**src/rtl/sram_mem_requester_pkg.sv**
```systemverilog
// Shared constants for the MEM-stage SRAM requester and sram_controller_proc:
// FSM encoding, default address window and datapath widths.
package sram_mem_requester_pkg;

  localparam int WORD_W  = 32;
  localparam int SRAM_AW = 18;

  localparam logic [WORD_W-1:0] DEF_BASE_ADDR      = 32'd1024;
  localparam logic [WORD_W-1:0] DEF_MEM_BYTES      = 32'd2048;
  localparam int unsigned       DEF_TIMEOUT_CYCLES = 64;

  typedef enum logic [1:0] {
    ST_IDLE     = 2'd0,
    ST_BUSY     = 2'd1,
    ST_COMPLETE = 2'd2
  } state_t;

endpackage

```
**src/rtl/sram_req_addr_check.sv**
```systemverilog
// Combinational legality check for a MEM-stage request: one enable only,
// word aligned, and inside [BASE_ADDR, BASE_ADDR+MEM_BYTES) without wrap.
module sram_req_addr_check
  import sram_mem_requester_pkg::*;
#(
  parameter logic [WORD_W-1:0] BASE_ADDR = DEF_BASE_ADDR,
  parameter logic [WORD_W-1:0] MEM_BYTES = DEF_MEM_BYTES
) (
  input  logic              i_r_en,
  input  logic              i_w_en,
  input  logic [WORD_W-1:0] i_addr,
  output logic              o_req,
  output logic              o_legal
);

  // Upper bound is one bit wider so a window ending at 2^32 cannot wrap.
  localparam logic [WORD_W:0] LIMIT = {1'b0, BASE_ADDR} + {1'b0, MEM_BYTES};

  logic w_single;
  logic w_aligned;
  logic w_in_window;

  assign w_single    = i_r_en ^ i_w_en;
  assign w_aligned   = (i_addr[1:0] == 2'b00);
  assign w_in_window = (i_addr >= BASE_ADDR) && ({1'b0, i_addr} < LIMIT);

  assign o_req   = i_r_en | i_w_en;
  assign o_legal = w_single & w_aligned & w_in_window;

endmodule

```
**src/rtl/sram_mem_requester.sv**
```systemverilog
// MEM-stage initiator for sram_controller_proc: hold-until-ready handshake,
// pipeline freeze and load capture. Optional watchdog: SRAM_REQ_TIMEOUT_EN.
module sram_mem_requester
  import sram_mem_requester_pkg::*;
#(
  parameter logic [WORD_W-1:0] BASE_ADDR      = DEF_BASE_ADDR,
  parameter logic [WORD_W-1:0] MEM_BYTES      = DEF_MEM_BYTES,
  parameter int unsigned       TIMEOUT_CYCLES = DEF_TIMEOUT_CYCLES
) (
  input  logic              clk,
  input  logic              rst,
  input  logic              mem_r_en,
  input  logic              mem_w_en,
  input  logic [WORD_W-1:0] mem_addr,
  input  logic [WORD_W-1:0] mem_wdata,
  output logic              freeze,
  output logic [WORD_W-1:0] ld_data,
  output logic              ld_valid,
  output logic              err,
  output logic              ctl_wr_en,
  output logic              ctl_rd_en,
  output logic [WORD_W-1:0] ctl_addr,
  output logic [WORD_W-1:0] ctl_wdata,
  input  logic [WORD_W-1:0] ctl_rdata,
  input  logic              ctl_ready
);

  state_t            r_state;
  state_t            w_state_next;
  logic              w_req;
  logic              w_legal;
  logic              w_issue;
  logic              w_reject;
  logic              w_done;
  logic              w_timeout;

  logic              r_ctl_wr_en;
  logic              r_ctl_rd_en;
  logic [WORD_W-1:0] r_ctl_addr;
  logic [WORD_W-1:0] r_ctl_wdata;
  logic [WORD_W-1:0] r_ld_data;
  logic              r_ld_valid;
  logic              r_err;

  sram_req_addr_check #(
    .BASE_ADDR (BASE_ADDR),
    .MEM_BYTES (MEM_BYTES)
  ) u_addr_check (
    .i_r_en  (mem_r_en),
    .i_w_en  (mem_w_en),
    .i_addr  (mem_addr),
    .o_req   (w_req),
    .o_legal (w_legal)
  );

`ifdef SRAM_REQ_TIMEOUT_EN
  localparam int TO_W = $clog2(TIMEOUT_CYCLES + 1);

  logic [TO_W-1:0] r_to_cnt;

  always_ff @(posedge clk) begin
    if (rst) begin
      r_to_cnt <= '0;
    end else if (w_issue) begin
      r_to_cnt <= '0;
    end else if (r_state == ST_BUSY) begin
      r_to_cnt <= r_to_cnt + 1'b1;
    end
  end

  // Fires in the TIMEOUT_CYCLES-th BUSY cycle; a late ready still wins.
  assign w_timeout = (r_state == ST_BUSY) && !ctl_ready &&
                     (r_to_cnt == TO_W'(TIMEOUT_CYCLES - 1));
`else
  assign w_timeout = 1'b0;
`endif

  // NOTE: sequential state uses non-blocking (<=) so every flop samples
  // pre-edge values; combinational logic below uses blocking (=).
  always_ff @(posedge clk) begin
    if (rst) begin
      r_state <= ST_IDLE;
    end else begin
      r_state <= w_state_next;
    end
  end

  // NOTE: every output of this block gets a default first, so no path
  // through the case can leave a value held and infer a latch.
  always_comb begin
    w_state_next = r_state;
    freeze       = 1'b0;
    w_issue      = 1'b0;
    w_reject     = 1'b0;
    w_done       = 1'b0;
    unique case (r_state)
      ST_IDLE: begin
        if (w_req && w_legal) begin
          freeze       = 1'b1;
          w_issue      = 1'b1;
          w_state_next = ST_BUSY;
        end else if (w_req) begin
          w_reject = 1'b1;
        end
      end
      ST_BUSY: begin
        freeze = 1'b1;
        if (ctl_ready) begin
          w_done       = 1'b1;
          w_state_next = ST_COMPLETE;
        end else if (w_timeout) begin
          w_state_next = ST_COMPLETE;
        end
      end
      // The pipeline latches here; mem_* still shows the served request.
      ST_COMPLETE: w_state_next = ST_IDLE;
      default:     w_state_next = ST_IDLE;
    endcase
  end

  always_ff @(posedge clk) begin
    if (rst) begin
      r_ctl_wr_en <= 1'b0;
      r_ctl_rd_en <= 1'b0;
      r_ctl_addr  <= '0;
      r_ctl_wdata <= '0;
      r_ld_data   <= '0;
      r_ld_valid  <= 1'b0;
      r_err       <= 1'b0;
    end else begin
      r_ld_valid <= 1'b0;
      r_err      <= 1'b0;
      if (w_issue) begin
        r_ctl_wr_en <= mem_w_en;
        r_ctl_rd_en <= mem_r_en;
        r_ctl_addr  <= mem_addr;
        r_ctl_wdata <= mem_wdata;
      end
      if (w_reject) begin
        r_err <= 1'b1;
      end
      // Enables must be low the edge after ready or the controller restarts.
      if (w_done) begin
        r_ctl_wr_en <= 1'b0;
        r_ctl_rd_en <= 1'b0;
        if (r_ctl_rd_en) begin
          r_ld_data  <= ctl_rdata;
          r_ld_valid <= 1'b1;
        end
      end
      if (w_timeout) begin
        r_ctl_wr_en <= 1'b0;
        r_ctl_rd_en <= 1'b0;
        r_err       <= 1'b1;
      end
    end
  end

  assign ctl_wr_en = r_ctl_wr_en;
  assign ctl_rd_en = r_ctl_rd_en;
  assign ctl_addr  = r_ctl_addr;
  assign ctl_wdata = r_ctl_wdata;
  assign ld_data   = r_ld_data;
  assign ld_valid  = r_ld_valid;
  assign err       = r_err;

endmodule

```
**config.mk**
```make
export PLATFORM = sky130hd
export DESIGN_NAME = sram_mem_requester
export DESIGN_NICKNAME = d
export VERILOG_FILES = /design/src/rtl/sram_mem_requester_pkg.sv /design/src/rtl/sram_req_addr_check.sv /design/src/rtl/sram_mem_requester.sv
export SDC_FILE = /design/constraint.sdc
export NUM_CORES = 1
export LEC_CHECK = 0
export CORE_MARGIN = 5
export CORE_UTILIZATION = 38
export DETAILED_ROUTE_END_ITERATION = 10
export GPL_ROUTABILITY_DRIVEN = 0
export PLACE_DENSITY = 0.88
export RECOVER_POWER = 50
export SYNTH_ARGS = -nofsm -noshare
export SYNTH_HDL_FRONTEND = slang
export SYNTH_HIERARCHICAL = 1
export SYNTH_SLANG_ARGS = --single-unit
export TNS_END_PERCENT = 20
```
**constraint.sdc**
```tcl
create_clock -name clk -period 2.3 [get_ports clk]
set_clock_uncertainty 0.2 [all_clocks]
set_input_delay 0.345 -clock clk [delete_from_list [all_inputs] [get_ports clk]]
set_output_delay 0.345 -clock clk [all_outputs]
set_load 0.1 [all_outputs]
```
=== After elaboration in Yosys (flattened, before gate mapping) ===
Cells that the tools add are included.

* Flip-flop bits (word level): 102
* Bits of input ports: 101
* Logic and storage cells: 39

* Order comparisons: 2
* Equal/unequal tests: 3
* Multiplexer cells: 13
* Bitwise operators: 5
* Reduce and logical (&&, ||, !) cells: 8

{| class="wikitable"
|+ Operators with widths
! kind !! number
|-
| $ge A32 B11 Y1 const B || 1
|-
| $lt A32 B12 Y1 const B || 1
|-
| $mux W1 || 9
|-
| $logic_not A2 Y1 || 2
|-
| $mux W2 || 2
|-
| $ne A2 B2 Y1 const B || 2
|-
| $pmux W2 S2 || 1
|-
| $reduce_and A2 Y1 || 2
|-
| $reduce_or A2 Y1 || 2
|-
| $and A1 B1 Y1 || 2
|-
| $eq A2 B1 Y1 const B || 1
|-
| $logic_and A1 B1 Y1 || 2
|-
| $pmux W1 S2 || 1
|-
| $not A1 Y1 || 1
|-
| $or A1 B1 Y1 || 1
|-
| $xor A1 B1 Y1 || 1
|}

=== Depth between registers and ports, before layout ===
Gate-level depths: netlist of run 1.

* Depth in word-level cells: 7
* Mapped depth: 10

=== Cells and area by module ===
The synthesis of run 1 kept the hierarchy.

{| class="wikitable"
|+ By module, submodules not included
! module !! times used !! cells an instance !! area each (um^2)
|-
| sram_mem_requester || 1 || 440 || 3,524.6
|-
| sram_req_addr_check || 1 || 14 || 111.4
|}

=== Worst setup path before layout of run 1 ===
OpenSTA, ideal clock, no wires.

* Kind: input to output
* Start: in mem_r_en
* End: out freeze
* Data arrival time: 1.881 ns
* Slack: -0.126 ns
* Stages on the path: 8
* Cells stage by stage: inv_1 > ha_1 > nor4b_2 > nand4_1 > nor2_1 > and4bb_2 > buf_4 > or2_2

* Longest elaborated chain between the ends: 6

{| class="wikitable"
|+ Ends and longest elaborated chain
! item !! RTL line !! RTL
|-
| start: declaration || sram_mem_requester.sv:12 || <nowiki>input logic mem_r_en,</nowiki>
|-
| $xor A1 B1 Y1 || sram_req_addr_check.sv:23 || <nowiki>assign w_single = i_r_en ^ i_w_en;</nowiki>
|-
| $and A1 B1 Y1 (2 in a row) || sram_req_addr_check.sv:28 || <nowiki>assign o_legal = w_single & w_aligned & w_in_window;</nowiki>
|-
| named net w_legal || sram_mem_requester.sv:31 || <nowiki>logic w_legal;</nowiki>
|-
| $logic_and A1 B1 Y1 || sram_mem_requester.sv:98 || <nowiki>if (w_req && w_legal) begin</nowiki>
|-
| $mux W1 || sram_mem_requester.sv:98 ||
|-
| $pmux W1 S2 || sram_mem_requester.sv:96 || <nowiki>unique case (r_state)</nowiki>
|-
| end: declaration || sram_mem_requester.sv:16 || <nowiki>output logic freeze,</nowiki>
|}

The timed path passes the listed nets, and every way through them passes these cells.

=== Final worst setup path of run 1 ===
* Start: in mem_addr[21]
* End: out freeze

* Longest elaborated chain between the ends: 6

{| class="wikitable"
|+ Ends and longest elaborated chain
! item !! RTL line !! RTL
|-
| start: declaration || sram_mem_requester.sv:14 || <nowiki>input logic [WORD_W-1:0] mem_addr,</nowiki>
|-
| $ge A32 B11 Y1 / $lt A32 B12 Y1 (equally long branches) || sram_req_addr_check.sv:25 || <nowiki>assign w_in_window = (i_addr >= BASE_ADDR) && ({1'b0, i_addr} < LIMIT);</nowiki>
|-
| $logic_and A1 B1 Y1 * || sram_req_addr_check.sv:25 ||
|-
| $and A1 B1 Y1 * || sram_req_addr_check.sv:28 ||
|-
| named net w_legal || sram_mem_requester.sv:31 ||
|-
| $logic_and A1 B1 Y1 * || sram_mem_requester.sv:98 ||
|-
| $mux W1 * || sram_mem_requester.sv:98 ||
|-
| $pmux W1 S2 * || sram_mem_requester.sv:96 ||
|}

The timed path passes the listed nets; every way through them passes the cells marked *.

==> flow_metrics.py, run 1 <==
metrics = {
    "status": {
        "outcome": "complete, no violations",
    },
    "power_and_ir_drop": {
        "power_density_nw_per_um2": 523,
        "irDropWorstVdd_mv": 0.381,
        "leakage_nw": 2.30,
        "finalPower_mw": 3.04,
    },
    "setup_path": {
        "end_kind": "output port",
        "crit_required_ns": 1.75,
        "worstReg2RegStart": "r_state[0]",
        "crit_path_start": "mem_addr[21]",
        "r2r_cells": 4,
        "arrival_ns": 1.73,
        "crit_fanout": 2,
        "r2r_end": "ld_data[0]",
        "reg2reg_slack_ns": 0.53,
        "critPathKind": "input port to output port",
        "worst_setup_path_start_kind": "input port",
    },
    "yosys": {
        "ys_warn_count": 6,
        "yosys.area.top_type": "dfxtp_1",
        "postSynth.asyncResetShare": 0,
        "synth_area_per_cell_um2": 8.01,
        "synth_most_common_cell": "nand2_1",
        "synth_compound_area_frac": 0.138,
        "synth_area_leaders": "dfxtp_1 (56%), nand2_1 (20%), a21oi_1 (13%)",
        "synth_top_family_by_area": "simple AND/OR/NAND/NOR gates",
        "synth_common_cells": "nand2_1 (196), dfxtp_1 (102), a21oi_1 (97)",
        "ys_seq_area_frac": 0.562,
        "muxShareOfSynthArea": 0,
        "ys_seq_elements": 102,
        "yosys.area_share.simple": 0.248,
        "synthFlopType": "dfxtp_1",
        "syn_area_um2": 3640,
        "synth_edf_count": 0,
        "netlist.area_leader.share": 0.562,
        "synthAdderAreaFrac": 0.00344,
        "synthXorXnorAreaFrac": 0.00241,
        "synth_cell_types": 27,
        "synth_cells": 454,
        "synth_fp_nets": 556,
    },
    "global_route": {
        "gr-total-overflow": 0,
        "grt_max_degree": 58,
        "grt_pass1_vias": 3658,
        "grt_usage": 0.193,
        "grt_pass1_wl_um": 18000,
        "antenna_found_initial": 1,
    },
    "detailed_routing": {
        "drc_errors": 0,
        "num_vias": 3825,
        "ant_nets": 0,
        "vias_per_cell": 4.78,
        "routed_wl_um": 12200,
        "post_drt_wl_per_cell_um": 15.3,
        "dr.pass1.iters": 4,
        "drt-initial-drc-count": 229,
    },
    "cts": {
        "cts_sinks": 102,
        "clk_latency_ns": 0.35,
        "clk_path_buf_depth": 2,
        "holdBufCountCts": 0,
        "clk_pin_slew_ns": 0.10,
        "cts_tree": "built",
        "root_buffer": "clkbuf_8",
        "cts-htree-levels": 3,
        "numCtsBuffers": 9,
    },
    "sta": {
        "fmax_mhz": 440,
        "slew_viol_final": 0,
        "final_hold_viol_count": 0,
        "period_minus_slack_ns": 2.27,
        "holdWs_ns": 0.0377,
        "slew_headroom": 0.586,
        "rsz0062_at_grt": "yes",
        "period_share": 0.989,
        "setup-violations-final": 0,
        "tightest_slew_ns": 0.620,
    },
    "floorplan": {
        "die_x_um": 108,
        "io_pins": 202,
        "core_um2": 9280,
        "floorplan.initialDensity": 0.392,
        "die_y_um": 108,
        "fp.dieArea_um2": 11600,
        "num_rows": 35,
    },
    "place": {
        "dp_hpwl_um": 8740,
        "port-buffer-count": 201,
    },
    "worst_hold_path": {
        "min_from": "mem_addr[22]",
        "worstHoldEndpoint": "ctl_addr[22]",
        "hold_class": "input port to flop",
        "hold_depth": 3,
    },
    "final_layout": {
        "nFillCells": 839,
        "final_util": 0.626,
        "final_net_count": 767,
        "syn2layout_area_growth_pct": 59.9,
        "drive_gt1_frac": 0.245,
    },
    "run": {
        "drv_cap": 0,
    },
}
sequential cells by signal, summed over array words and instances, names as in the netlist:
signal and cells:
ctl_wdata 32, ctl_rd_en 1, ld_valid 1, ld_data 32
err 1, ctl_addr 32, r_state 2, ctl_wr_en 1
worst max path at each step:
stage | end | slack (ns) | cells past startpoint
floorplan | freeze | 0.002 | 8
global placement | freeze | -0.34 | 9
detailed placement | freeze | -0.48 | 9
CTS | freeze | 0.01 | 8
global route | freeze | -0.06 | 9
finish | freeze | 0.03 | 7
stage by stage:
step | setup WS (ns) | setup TNS [ns] | instances | area (µm²)
floorplan | 0.00239 | 0 | 454 | 3640
global placement | -0.343 | -17.83 | 773 | 5650
detailed placement | -0.476 | -27.91 | 773 | 5650
CTS | 0.0147 | 0 | 795 | 5860
global route | -0.0587 | -0.773 | 800 | 5810
finish | 0.0250 | 0 | 800 | 5810
metal layers:
layer / vias to the layer above / track usage / routed length, µm
li1: 1891 / - / -
met1: 1754 / 0.215 / 4840
met2: 168 / 0.333 / 5870
met3: 12 / 0.0846 / 1310
met4: 0 / 0.0577 / 177
met5: - / 0 / 0
timing repair:
| item | 4_1_cts | 5_1_grt |
|---|---|---|
| buffers inserted | 6 | 1 |
| pin swaps | 12 | 10 |
| cloned | 0 | 6 |
| endpoints found under the setup margin | 57 | 67 |
| resized for setup | 45 | 15 |
cells in the final DEF (no fill, tap or decap), types with 5 or more instances in the layout:
cell type        synthesis  layout
clkbuf_8                 0      10
clkdlybuf4s15_1          0       6
dlygate4sd2_1            0      13
nand2_1                196     196
buf_4                    4      53
clkdlybuf4s50_1          0      72
dfxtp_1                102     102
clkbuf_2                 0      68
buf_12                   0       5
a21oi_1                 97      97
worst max-delay path, cell delays in order:
cell and delay [ns]:
clkdlybuf4s15_1 0.21, nor4_2 0.32, nand4_1 0.18, nor2_2 0.13, and4bb_2 0.25, or2_4 0.13, buf_12 0.16
area by class of cell:
type | instances | area [µm²] | area share
clock buffers | 12 | 145 | 0.0250
well taps | 129 | 161 | 0.0278
multi-input cells | 317 | 1480 | 0.255
clock inverters | 4 | 32.5 | 0.00560
repair buffers | 232 | 1930 | 0.332
inverters | 3 | 16.3 | 0.00280
flip-flops and latches | 102 | 2040 | 0.351
diodes | 1 | 2.50 | 0.000430
power by group:
part | internal [mW] | leakage [nW] | total (mW) | switching (mW)
clock | 0.429 | 0.0828 | 1.02 | 0.595
combinational | 0.161 | 1.40 | 0.248 | 0.0864
sequential | 1.77 | 0.821 | 1.77 | 0.000286
total | 2.36 | 2.30 | 3.04 | 0.682
cells by family (layout without fill, tap and decap cells):
logic type	count (synthesis)	count (layout)
flops	102	102
other cells	0	1
fa+ha+maj	1	1
buf+inv	35	251
compound gates	99	99
xor+xnor	1	1
simple gates	216	216
Note: power is estimated with default switching activity, not from simulation.
==> run 2, diff against run 1 <==
CTS_CLUSTER_DIAMETER = 40   (was unset)
==> results of run 2 <==
No change in the layout: final DEF, timing and power equal those of run 1.
